===== config.mk =====
export PLATFORM = sky130hd
export DESIGN_NAME = core_mem_arb_flat
export DESIGN_NICKNAME = d
export VERILOG_FILES = /design/src/rtl/core_mem_arb_pkg.sv /design/src/rtl/core_mem_arb_if.sv /design/src/rtl/core_mem_arb_rr_picker.sv /design/src/rtl/core_mem_arb.sv /design/src/flat_wrapper.sv
export SDC_FILE = /design/constraint.sdc
export NUM_CORES = 1
export LEC_CHECK = 0
export ABC_CLOCK_PERIOD_IN_PS = 2060
export CORE_MARGIN = 2
export CORE_UTILIZATION = 25
export DETAILED_ROUTE_END_ITERATION = 10
export GPL_TIMING_DRIVEN = 0
export HOLD_SLACK_MARGIN = 0.05
export SETUP_SLACK_MARGIN = 0.1
export SLEW_MARGIN = 10
export SYNTH_ARGS = -nofsm -noshare
export SYNTH_HDL_FRONTEND = slang
export SYNTH_SLANG_ARGS = --single-unit

===== constraint.sdc =====
create_clock -name clk -period 2.06 [get_ports clk]
set_input_delay 0.412 -clock clk [delete_from_list [all_inputs] [get_ports clk]]
set_output_delay 0.412 -clock clk [all_outputs]
set_load 0.05 [all_outputs]

===== src/rtl/core_mem_arb_pkg.sv =====
// core_pkg: shared types and constants for the core_mem_arb slice.
//   arb_state_e : arbiter FSM states (ARB_IDLE, ARB_ISSUE, ARB_WAIT)
//   MEM_READ / MEM_WRITE : encoding of the r_w direction bit
//   idx_w()     : width of a port index for a given port count (min 1)
package core_pkg;

  typedef enum logic [1:0] {
    ARB_IDLE  = 2'd0,
    ARB_ISSUE = 2'd1,
    ARB_WAIT  = 2'd2
  } arb_state_e;

  localparam logic MEM_READ  = 1'b0;
  localparam logic MEM_WRITE = 1'b1;

  function automatic int idx_w(input int n);
    return (n > 1) ? $clog2(n) : 1;
  endfunction

endpackage


===== src/rtl/core_mem_arb_if.sv =====
// core_mem_arb_if: requester-side and memory-side bus of the arbiter.
//   req_valid/req_ready/req_addr/req_wdata/req_r_w : per-port request channel
//   rsp_valid/rsp_rdata                            : per-port completion pulse + read data
//   mem_enable/mem_r_w/mem_address/mem_input       : memory access strobe and payload
//   mem_output/mem_ready                           : memory read data and completion
//   req_lock (only with MEM_ARB_LOCK_EN)           : per-port ownership-lock request
// Modports: slave = arbiter, master = requesters + memory model.
interface core_mem_arb_if #(
  parameter int NUM_PORTS = 2,
  parameter int ADDR_W    = 32,
  parameter int DATA_W    = 32
);
  logic [NUM_PORTS-1:0]             req_valid;
  logic [NUM_PORTS-1:0]             req_ready;
  logic [NUM_PORTS-1:0][ADDR_W-1:0] req_addr;
  logic [NUM_PORTS-1:0][DATA_W-1:0] req_wdata;
  logic [NUM_PORTS-1:0]             req_r_w;
`ifdef MEM_ARB_LOCK_EN
  logic [NUM_PORTS-1:0]             req_lock;
`endif
  logic [NUM_PORTS-1:0]             rsp_valid;
  logic [DATA_W-1:0]                rsp_rdata;
  logic                             mem_enable;
  logic                             mem_r_w;
  logic [ADDR_W-1:0]                mem_address;
  logic [DATA_W-1:0]                mem_input;
  logic [DATA_W-1:0]                mem_output;
  logic                             mem_ready;

  modport slave (
`ifdef MEM_ARB_LOCK_EN
    input  req_lock,
`endif
    input  req_valid, req_addr, req_wdata, req_r_w, mem_output, mem_ready,
    output req_ready, rsp_valid, rsp_rdata, mem_enable, mem_r_w, mem_address, mem_input
  );

  modport master (
`ifdef MEM_ARB_LOCK_EN
    output req_lock,
`endif
    output req_valid, req_addr, req_wdata, req_r_w, mem_output, mem_ready,
    input  req_ready, rsp_valid, rsp_rdata, mem_enable, mem_r_w, mem_address, mem_input
  );
endinterface


===== src/rtl/core_mem_arb_rr_picker.sv =====
// rr_picker: combinational round-robin selector.
//   req_i : request vector
//   ptr_i : highest-priority port this cycle
//   gnt_o : one-hot grant (zero when no request)
//   idx_o : index of the granted port
//   any_o : at least one request present
module rr_picker import core_pkg::*; #(
  parameter int NUM_PORTS = 2,
  parameter int IDX_W     = idx_w(NUM_PORTS)
) (
  input  logic [NUM_PORTS-1:0] req_i,
  input  logic [IDX_W-1:0]     ptr_i,
  output logic [NUM_PORTS-1:0] gnt_o,
  output logic [IDX_W-1:0]     idx_o,
  output logic                 any_o
);
  logic [NUM_PORTS-1:0] req_rot;
  logic [NUM_PORTS-1:0] first_rot;
  logic [NUM_PORTS:0]   seen;
  logic [IDX_W-1:0]     idx_acc [NUM_PORTS+1];

  // Rotate so the pointer port sits at bit 0, take the lowest set bit,
  // then rotate the one-hot result back into port order.
  assign req_rot    = NUM_PORTS'({req_i, req_i} >> ptr_i);
  assign seen[0]    = 1'b0;
  assign idx_acc[0] = '0;

  generate
    for (genvar gi = 0; gi < NUM_PORTS; gi++) begin : g_pri
      assign first_rot[gi]  = req_rot[gi] & ~seen[gi];
      assign seen[gi+1]     = seen[gi] | req_rot[gi];
      assign idx_acc[gi+1]  = idx_acc[gi] | (gnt_o[gi] ? IDX_W'(gi) : '0);
    end
  endgenerate

  assign gnt_o = NUM_PORTS'({first_rot, first_rot} >> (NUM_PORTS - int'(ptr_i)));
  assign idx_o = idx_acc[NUM_PORTS];
  assign any_o = seen[NUM_PORTS];
endmodule


===== src/rtl/core_mem_arb.sv =====
// core_mem_arb: round-robin arbiter of NUM_PORTS requesters onto a single
// memory port, one transaction outstanding (accept -> access -> response).
//   clk   : clock, rising edge
//   reset : asynchronous active-low reset
//   bus   : core_mem_arb_if.slave (request, response and memory signals)
// Optional feature: define MEM_ARB_LOCK_EN to add req_lock, which lets a
// port keep ownership across consecutive requests.
module core_mem_arb import core_pkg::*; #(
  parameter int NUM_PORTS = 2,
  parameter int ADDR_W    = 32,
  parameter int DATA_W    = 32
) (
  input  logic          clk,
  input  logic          reset,
  core_mem_arb_if.slave bus
);
  localparam int IDX_W = idx_w(NUM_PORTS);

  arb_state_e           state_q, state_d;
  logic [IDX_W-1:0]     rr_ptr_q, rr_ptr_d;
  logic [IDX_W-1:0]     owner_q, owner_d;
  logic [ADDR_W-1:0]    addr_q, addr_d;
  logic [DATA_W-1:0]    wdata_q, wdata_d;
  logic                 rw_q, rw_d;
  logic                 lock_q, lock_d;          // lock bit of the transaction in flight
  logic                 own_lock_q, own_lock_d;  // owner_q holds the bus after completion
  logic [NUM_PORTS-1:0] rsp_valid_q, rsp_valid_d;
  logic [DATA_W-1:0]    rsp_rdata_q, rsp_rdata_d;

  logic [NUM_PORTS-1:0] lock_w;
  logic [NUM_PORTS-1:0] pick_gnt;
  logic [IDX_W-1:0]     pick_idx;
  logic                 pick_any;
  logic                 grant_any;
  logic [IDX_W-1:0]     grant_idx;
  logic [NUM_PORTS-1:0] grant_vec;
  logic                 active;

`ifdef MEM_ARB_LOCK_EN
  assign lock_w = bus.req_lock;
`else
  assign lock_w = '0;
`endif

  rr_picker #(.NUM_PORTS(NUM_PORTS), .IDX_W(IDX_W)) u_picker (
    .req_i (bus.req_valid),
    .ptr_i (rr_ptr_q),
    .gnt_o (pick_gnt),
    .idx_o (pick_idx),
    .any_o (pick_any)
  );

  always_comb begin
    state_d     = state_q;
    rr_ptr_d    = rr_ptr_q;
    owner_d     = owner_q;
    addr_d      = addr_q;
    wdata_d     = wdata_q;
    rw_d        = rw_q;
    lock_d      = lock_q;
    own_lock_d  = own_lock_q;
    rsp_valid_d = '0;
    rsp_rdata_d = '0;
    grant_any   = 1'b0;
    grant_idx   = pick_idx;
    grant_vec   = '0;
    case (state_q)
      ARB_IDLE: begin
        // No grant in the cycle that presents a response: completion and
        // the next accept are always in different cycles.
        if (~|rsp_valid_q) begin
          if (own_lock_q && bus.req_valid[owner_q]) begin
            grant_any = 1'b1;
            grant_idx = owner_q;
            grant_vec = NUM_PORTS'(1) << owner_q;
          end else if (pick_any) begin
            grant_any = 1'b1;
            grant_idx = pick_idx;
            grant_vec = pick_gnt;
          end
        end
        if (grant_any) begin
          state_d    = ARB_ISSUE;
          owner_d    = grant_idx;
          addr_d     = bus.req_addr[grant_idx];
          wdata_d    = bus.req_wdata[grant_idx];
          rw_d       = bus.req_r_w[grant_idx];
          lock_d     = lock_w[grant_idx];
          own_lock_d = 1'b0;
          // A locked grant leaves the rotation where it was.
          if (!lock_w[grant_idx]) begin
            rr_ptr_d = (grant_idx == IDX_W'(NUM_PORTS - 1)) ? '0 : grant_idx + 1'b1;
          end
        end
      end
      ARB_ISSUE, ARB_WAIT: begin
        if (bus.mem_ready) begin
          state_d     = ARB_IDLE;
          rsp_valid_d = NUM_PORTS'(1) << owner_q;
          rsp_rdata_d = (rw_q == MEM_READ) ? bus.mem_output : '0;
          own_lock_d  = lock_q;
        end else begin
          state_d = ARB_WAIT;
        end
      end
      default: state_d = ARB_IDLE;
    endcase
  end

  always_ff @(posedge clk or negedge reset) begin
    if (!reset) begin
      state_q     <= ARB_IDLE;
      rr_ptr_q    <= '0;
      owner_q     <= '0;
      addr_q      <= '0;
      wdata_q     <= '0;
      rw_q        <= MEM_READ;
      lock_q      <= 1'b0;
      own_lock_q  <= 1'b0;
      rsp_valid_q <= '0;
      rsp_rdata_q <= '0;
    end else begin
      state_q     <= state_d;
      rr_ptr_q    <= rr_ptr_d;
      owner_q     <= owner_d;
      addr_q      <= addr_d;
      wdata_q     <= wdata_d;
      rw_q        <= rw_d;
      lock_q      <= lock_d;
      own_lock_q  <= own_lock_d;
      rsp_valid_q <= rsp_valid_d;
      rsp_rdata_q <= rsp_rdata_d;
    end
  end

  assign active          = (state_q != ARB_IDLE);
  // req_ready is combinational from req_valid, so it is forced low while
  // reset is held to keep every output at zero during reset.
  assign bus.req_ready   = reset ? grant_vec : '0;
  assign bus.rsp_valid   = rsp_valid_q;
  assign bus.rsp_rdata   = rsp_rdata_q;
  assign bus.mem_enable  = active;
  assign bus.mem_r_w     = active && (rw_q == MEM_WRITE);
  assign bus.mem_address = active ? addr_q : '0;
  assign bus.mem_input   = active ? wdata_q : '0;
endmodule


===== src/flat_wrapper.sv =====
// flat-port wrapper written by rule: the top's interface ports become plain ports
module core_mem_arb_flat import core_pkg::*;
#(
  parameter int NUM_PORTS = 2,
  parameter int ADDR_W    = 32,
  parameter int DATA_W    = 32
)
  (clk, reset, bus_req_valid, bus_req_addr, bus_req_wdata, bus_req_r_w, bus_mem_output, bus_mem_ready, bus_req_ready, bus_rsp_valid, bus_rsp_rdata, bus_mem_enable, bus_mem_r_w, bus_mem_address, bus_mem_input);
  core_mem_arb_if #(.NUM_PORTS(NUM_PORTS), .ADDR_W(ADDR_W), .DATA_W(DATA_W)) bus_i ();
  input  logic clk;
  input  logic reset;
  input wire logic [$bits(bus_i.req_valid)-1:0] bus_req_valid;
  input wire logic [$bits(bus_i.req_addr)-1:0] bus_req_addr;
  input wire logic [$bits(bus_i.req_wdata)-1:0] bus_req_wdata;
  input wire logic [$bits(bus_i.req_r_w)-1:0] bus_req_r_w;
  input wire logic [$bits(bus_i.mem_output)-1:0] bus_mem_output;
  input wire logic [$bits(bus_i.mem_ready)-1:0] bus_mem_ready;
  output wire logic [$bits(bus_i.req_ready)-1:0] bus_req_ready;
  output wire logic [$bits(bus_i.rsp_valid)-1:0] bus_rsp_valid;
  output wire logic [$bits(bus_i.rsp_rdata)-1:0] bus_rsp_rdata;
  output wire logic [$bits(bus_i.mem_enable)-1:0] bus_mem_enable;
  output wire logic [$bits(bus_i.mem_r_w)-1:0] bus_mem_r_w;
  output wire logic [$bits(bus_i.mem_address)-1:0] bus_mem_address;
  output wire logic [$bits(bus_i.mem_input)-1:0] bus_mem_input;
  assign bus_i.req_valid = bus_req_valid;
  assign bus_i.req_addr = bus_req_addr;
  assign bus_i.req_wdata = bus_req_wdata;
  assign bus_i.req_r_w = bus_req_r_w;
  assign bus_i.mem_output = bus_mem_output;
  assign bus_i.mem_ready = bus_mem_ready;
  assign bus_req_ready = bus_i.req_ready;
  assign bus_rsp_valid = bus_i.rsp_valid;
  assign bus_rsp_rdata = bus_i.rsp_rdata;
  assign bus_mem_enable = bus_i.mem_enable;
  assign bus_mem_r_w = bus_i.mem_r_w;
  assign bus_mem_address = bus_i.mem_address;
  assign bus_mem_input = bus_i.mem_input;
  core_mem_arb #(.NUM_PORTS(NUM_PORTS), .ADDR_W(ADDR_W), .DATA_W(DATA_W)) u_core (.clk(clk), .reset(reset), .bus(bus_i));
endmodule

After elaboration in Yosys (flattened, before gate mapping)
Cells that the tools add are included.
{ "word_totals": {"ramBits": 0, "in_bits": 167, "latchBits": 0, "rom_bits": 0, "out_inout_bits": 102, "memories": 0, "register_bits": 105} }
{ "op_classes": {"shifts": 3, "n_mux": 36, "order_cmp": 2, "multipliers": 0, "addsub": 2, "n_eq_ne": 4, "n_bitwise": 4, "n_reduce_logical": 10, "n_div": 0} }
{ "ops": {"columns": ["cell", "n"], "rows": [
  ["32-bit two-way mux", 9],
  ["4-bit by 32-bit right shift with 2-bit output", 1],
  ["2-bit two-way mux", 9],
  ["1-bit two-way mux", 16],
  ["3-bit AND reduction", 2],
  ["1-bit by 2-bit less-than comparator with 1-bit output, second input constant", 2],
  ["2-bit case mux with 2 select lines", 1],
  ["2-bit nonzero test", 2],
  ["2-bit OR reduction", 2],
  ["4-bit by 1-bit right shift with 2-bit output", 1],
  ["2-bit by 1-bit subtractor with 3-bit output, first input constant", 1],
  ["2-bit by 1-bit equality test with 1-bit output, second input constant", 1],
  ["2-bit equality test, second input constant", 1],
  ["1-bit logical AND", 2],
  ["2-bit logical NOT", 1],
  ["2-bit by 1-bit != test with 1-bit output, second input constant", 1],
  ["2-bit != test, second input constant", 1],
  ["1-bit inverter", 2],
  ["1-bit case mux with 2 select lines", 1],
  ["2-bit AND reduction", 1],
  ["1-bit by 1-bit left shift with 2-bit output, first input constant", 1],
  ["1-bit adder, second input constant", 1],
  ["1-bit bitwise AND", 1],
  ["1-bit bitwise OR", 1]
]} }

Depth between registers and ports, before layout
{ "logic_depth": {"ltp_word": 12, "depth_mapped": 8, "depth_no_buf": 5} }

Modules after synthesis
Synthesis repeated with hierarchy kept, for this count alone.
{ "hier_totals": {"hier_cells": 452, "hier_area_um2": 4932.2} }
{ "modules_own_cells": {"columns": ["mod", "n_inst", "seq_area_each_um2", "cells_per_inst", "area_each_um2"], "rows": [
  ["core_mem_arb", 1, 2577.5, 447, 4899.7],
  ["rr_picker", 1, 0.0, 5, 32.5]
]} }

Worst setup path after synthesis
OpenSTA, ideal clock, no wires.
{ "synth_timing": {"kind": "reg-to-output", "start": "reg u_core.rsp_valid_q[1], in the netlist u_core.bus.rsp_valid[1]", "end": "out bus_req_ready[1]", "required_time_ps": 1648, "setup_slack_ps": -299, "arrival_ps": 1947, "path_stages_with_launch": 7, "cell_sequence": "dfrtp_1 > nor3b_1 > and3_1 > clkbuf_1 > buf_2 > buf_4 > and2_1"} }
{ "synth_via": {"elab_chain_cells": 4} }
{ "synth_rtl": {"columns": ["element", "line_no", "source"], "rows": [
  ["start: declaration", "core_mem_arb.sv:27", "logic [NUM_PORTS-1:0] rsp_valid_q, rsp_valid_d;"],
  ["start signal: assignment", "core_mem_arb.sv:131", "rsp_valid_q <= rsp_valid_d;"],
  ["2-bit OR reduction", "core_mem_arb.sv:71", "if (~|rsp_valid_q) begin"],
  ["2-bit two-way mux", "core_mem_arb.sv:71", null],
  ["2-bit two-way mux", "core_mem_arb.sv:67", "case (state_q)"],
  ["2-bit two-way mux", "core_mem_arb.sv:139", "assign bus.req_ready = reset ? grant_vec : '0;"],
  ["end: declaration", "flat_wrapper.sv:18", "output wire logic [$bits(bus_i.req_ready)-1:0] bus_req_ready;"]
]} }
No other way between the ends.

Worst setup path in the final report
{ "layout_timing": {"start": "reg u_core.state_q[1]", "end": "out bus_req_ready[1]"} }
{ "layout_via": {"elab_chain_cells": 3} }
{ "layout_rtl": {"columns": ["element", "line_no", "source"], "rows": [
  ["start: declaration", "core_mem_arb.sv:19", "arb_state_e state_q, state_d;"],
  ["start signal: assignment", "core_mem_arb.sv:123", "state_q <= state_d;"],
  ["2-bit logical NOT", "core_mem_arb.sv:67", null],
  ["2-bit two-way mux", "core_mem_arb.sv:67", null],
  ["2-bit two-way mux", "core_mem_arb.sv:139", null]
]} }
No other way between the ends.

==> summary.txt <==
Status
  • Status: complete, but fails checks
  • Violations in the final reports: hold timing, setup timing

Timing
  • Count of final max-slew check failures: 0
  • Post-route worst hold slack: -0.0521 ns
  • Minimum period implied by the final worst setup slack: 2.35 ns
  • Least-Margin Pin Slew: 0.557 ns
  • Final hold violation count: 33
  • Fin crit share: 1.14
  • Max_slew headroom: 0.629
  • Worst clock skew: 0.00423 ns
  • Fin Setup TNS: -3.92 ns
  • Final WS setup: -0.286 ns
  • Maximum frequency from static timing analysis: 426 MHz
  • RSZ-0062 raised after global routing: true
  • Endpoints failing setup: 48

Floorplanning
  • I/O pins: 269
  • Die outline area: 20000 um^2
  • Overall die height: 141 um
  • Effective utilization at floorplan: 0.254
  • Number of rows created at floorplan: 50
  • Die X: 141 um
  • Core area: 18600 um^2

Cells and area
  • Fin cells: 947
  • Filler cell count: 1649
  • Layout Area Growth over Synthesis: 96.9%
  • Layout cells sized above 1: 0.315
  • Number of nets in the final layout: 876

Setup path
  • Largest stage delay on the critical path: 0.39 ns
  • Crit. End Element: output pin
  • Worst Setup Path Type: flop to output pin
  • Arrival time of data at the critical path endpoint: 1.93 ns
  • CP required: 1.65 ns
  • Largest fanout on the critical path: 3
  • Cell occurring most often along the worst timing path: buf_8
  • Launching element type of the critical path: flop
  • Cells along the critical path: inv_2 -> ha_4 -> nor3b_4 -> and3_4 -> buf_8 -> buf_8 -> and2_4 -> buf_8
  • Slowest-stage cell, CP: dfrtp_1

Routing
  • 1st-pass router iterations: 4
  • Wire length on met1: 7.15 mm
  • Post-DRT Antenna Nets: 0
  • Routed length per instance: 18.9 um
  • Vias: 4517
  • Number of design rule violations left after detail routing: 0
  • First DRT Iteration DRCs: 138
  • Max layer used: met4
  • Detail Route met2 WL: 8.72 mm
  • Met3 Wirelength: 1.57 mm
  • Via density per instance: 4.77
  • Final wirelength: 17.9 mm

Power and ir drop
  • Total leakage power: 4.10 nW
  • Highest ir drop seen on vdd: 0.554 mV
  • PD cells: 1720 nW/um^2

Global routing
  • Number of antenna violations at the first check in global routing: 1
  • Congestion Overflow GR: 0
  • GRT Overall Usage: 0.169
  • Pin count of the biggest net entering global routing: 73
  • Wire length of the first global-routing pass: 26.3 mm
  • Vias in the first global route: 4873

Run
  • Max-capacitance violation count: 0

Yosys
  • Mapped cell area: 4710 um^2
  • Mean post-synth cell area: 11.9 um^2
  • Register area share after synthesis: 0.547
  • Netlist cell types: 23
  • Number of instances in the synthesized netlist: 397
  • Post-synthesis register bit count: 103
  • Net count of the mapped netlist: 566
  • Ys Warns: 0

CTS
  • CTS tree: yes
  • Clock latency at the later pin of the worst-skew pair: 0.35 ns
  • Root buffer cell: clkbuf_16
  • Count of clock tree sinks: 103
  • CTS H-tree lvls: 3
  • Clock transition at the registers of the reported paths: 0.07 ns
  • CTS buffer count: 9
  • Max clock buf depth: 2

Worst hold path
  • Worst hold path class: primary input to async pin

Place
  • Detailed-placement wirelength estimate: 12.5 mm
  • Number of buffers added on ports: 268
  • Final weighted congestion in routability-driven placement: 0.812
  • Cell count after placement: 900
==> where the power goes <==
part	switching [mW]	internal (mW)	total (mW)	leakage (nW)
logic	5.67	5.25	10.9	2.64
registers	0.442	2.82	3.27	1.32
clock network	0.795	0.983	1.78	0.149
==> cells by family after synthesis <==
family,Yosys count,synth area share
simple gates,113,0.147
buf+inv,43,0.0497
fa+ha+maj,2,0.00531
flops,103,0.547
mux,1,0.00212
compound gates,135,0.249
==> registers in the layout (all words and copies together) (netlist names) <==
signal and cells:
u_core.wdata_q 32, u_core.bus.rsp_valid 2, u_core.addr_q 32, u_core.state_q 2, u_core.rr_ptr_q 1, u_core.bus.rsp_rdata 32
u_core.owner_q 1, u_core.rw_q 1
==> cell usage after synthesis, drive strengths merged <==
master | number | area (um^2)
a21o | 2 | 15.0
nand2 | 3 | 11.3
clkbuf | 20 | 75.1
and3 | 3 | 18.8
dfrtp | 103 | 2580
nor2 | 4 | 15.0
nand2b | 1 | 6.26
o21a | 65 | 488
nor3b | 1 | 7.51
a21oi | 1 | 5.00
a221o | 65 | 651
o21ai | 1 | 5.00
o31ai | 1 | 7.51
and2 | 34 | 213
ha | 2 | 25.0
or3 | 1 | 6.26
inv | 3 | 11.3
buf | 20 | 148
nor2b | 65 | 407
or3b | 1 | 8.76
mux2i | 1 | 10.0
==> cell usage in the layout (no fill, tap or decap), drive strengths merged, types with 2 or more instances in the layout <==
cell | synthesis | final
and2 | 34 | 34
and3 | 3 | 3
o21a | 65 | 65
clkdlybuf4s50 | 0 | 193
clkbuf | 20 | 23
nand2 | 3 | 3
clkinv | 0 | 3
inv | 3 | 4
nor2b | 65 | 65
ha | 2 | 2
nor2 | 4 | 4
a221o | 65 | 65
dlygate4sd2 | 0 | 4
a21o | 2 | 2
dlymetal6s2s | 0 | 2
buf | 20 | 127
dfrtp | 103 | 103
==> worst max-delay path: cells and delay by family (launching register included) <==
family                   cells  cell delay, ns
flip-flops                   1            0.39
buffers and inverters        4            0.42
AND/OR/NAND/NOR              3            0.63
adder cells (fa/ha/maj)      1            0.15
==> cell type report <==
class                           instances  area [um^2]  share of cell area
Inverter                                3         11.3             0.00121
Timing Repair Buffer                  302         3280               0.354
Clock buffer                           10          239              0.0258
Sequential cell                       103         2580               0.278
Tap cell                              234          293              0.0316
Clock inverter                          6         68.8             0.00742
Buffer                                 37          389              0.0420
Multi-Input combinational cell        251         2410               0.260
Antenna cell                            1         2.50            0.000270
==> metal layers <==
| metal | GRT usage | vias to the layer above |
|---|---|---|
| met5 | 0 | - |
| met4 | 0.0611 | 0 |
| met3 | 0.0611 | 27 |
| met2 | 0.284 | 213 |
| met1 | 0.201 | 2211 |
| li1 | - | 2066 |
==> repair_timing <==
item                                    in CTS  in global routing
hold endpoints to repair                    33                 33
gates resized for setup                    449                291
setup buffers                                9                 21
gates cloned                                 0                  3
endpoints found under the setup margin     133                130
pin swaps                                    3                  3
==> path summary, 6_finish.rpt <==
path / endpoint / start / slack, ns / cells past startpoint
worst max-delay path: bus_req_ready[1] / u_core.state_q[1] / -0.29 / 8
worst min-delay path: u_core.addr_q[24] / reset / -0.05 / 1
worst max register to register: u_core.addr_q[7] / u_core.state_q[1] / -0.01 / 8
worst min register to register: u_core.bus.rsp_valid[0] / u_core.owner_q / 0.47 / 1
max in group asynchronous: u_core.wdata_q[26] / reset / 1.42 / 2
min in group clk: u_core.bus.rsp_valid[0] / u_core.owner_q / 0.47 / 1
==> metrics by stage <==
stage / power (mW) / utilization / area, um^2 / setup WS, ns / hold WS (ns)
after floorplan: 8.66 / - / 4740 / -0.0386 / 0.116
after global placement: 11.3 / 0.415 / 7710 / -4.23 / 0.447
after detailed placement: 11.4 / 0.417 / 7740 / -1.14 / 0.331
after CTS: 13.6 / 0.444 / 8240 / -0.357 / -0.0528
after global routing: 16.8 / 0.499 / 9270 / -0.380 / -0.0420
final: 16.0 / 0.499 / 9270 / -0.286 / -0.0521
Note: power is estimated with default switching activity, not from simulation.
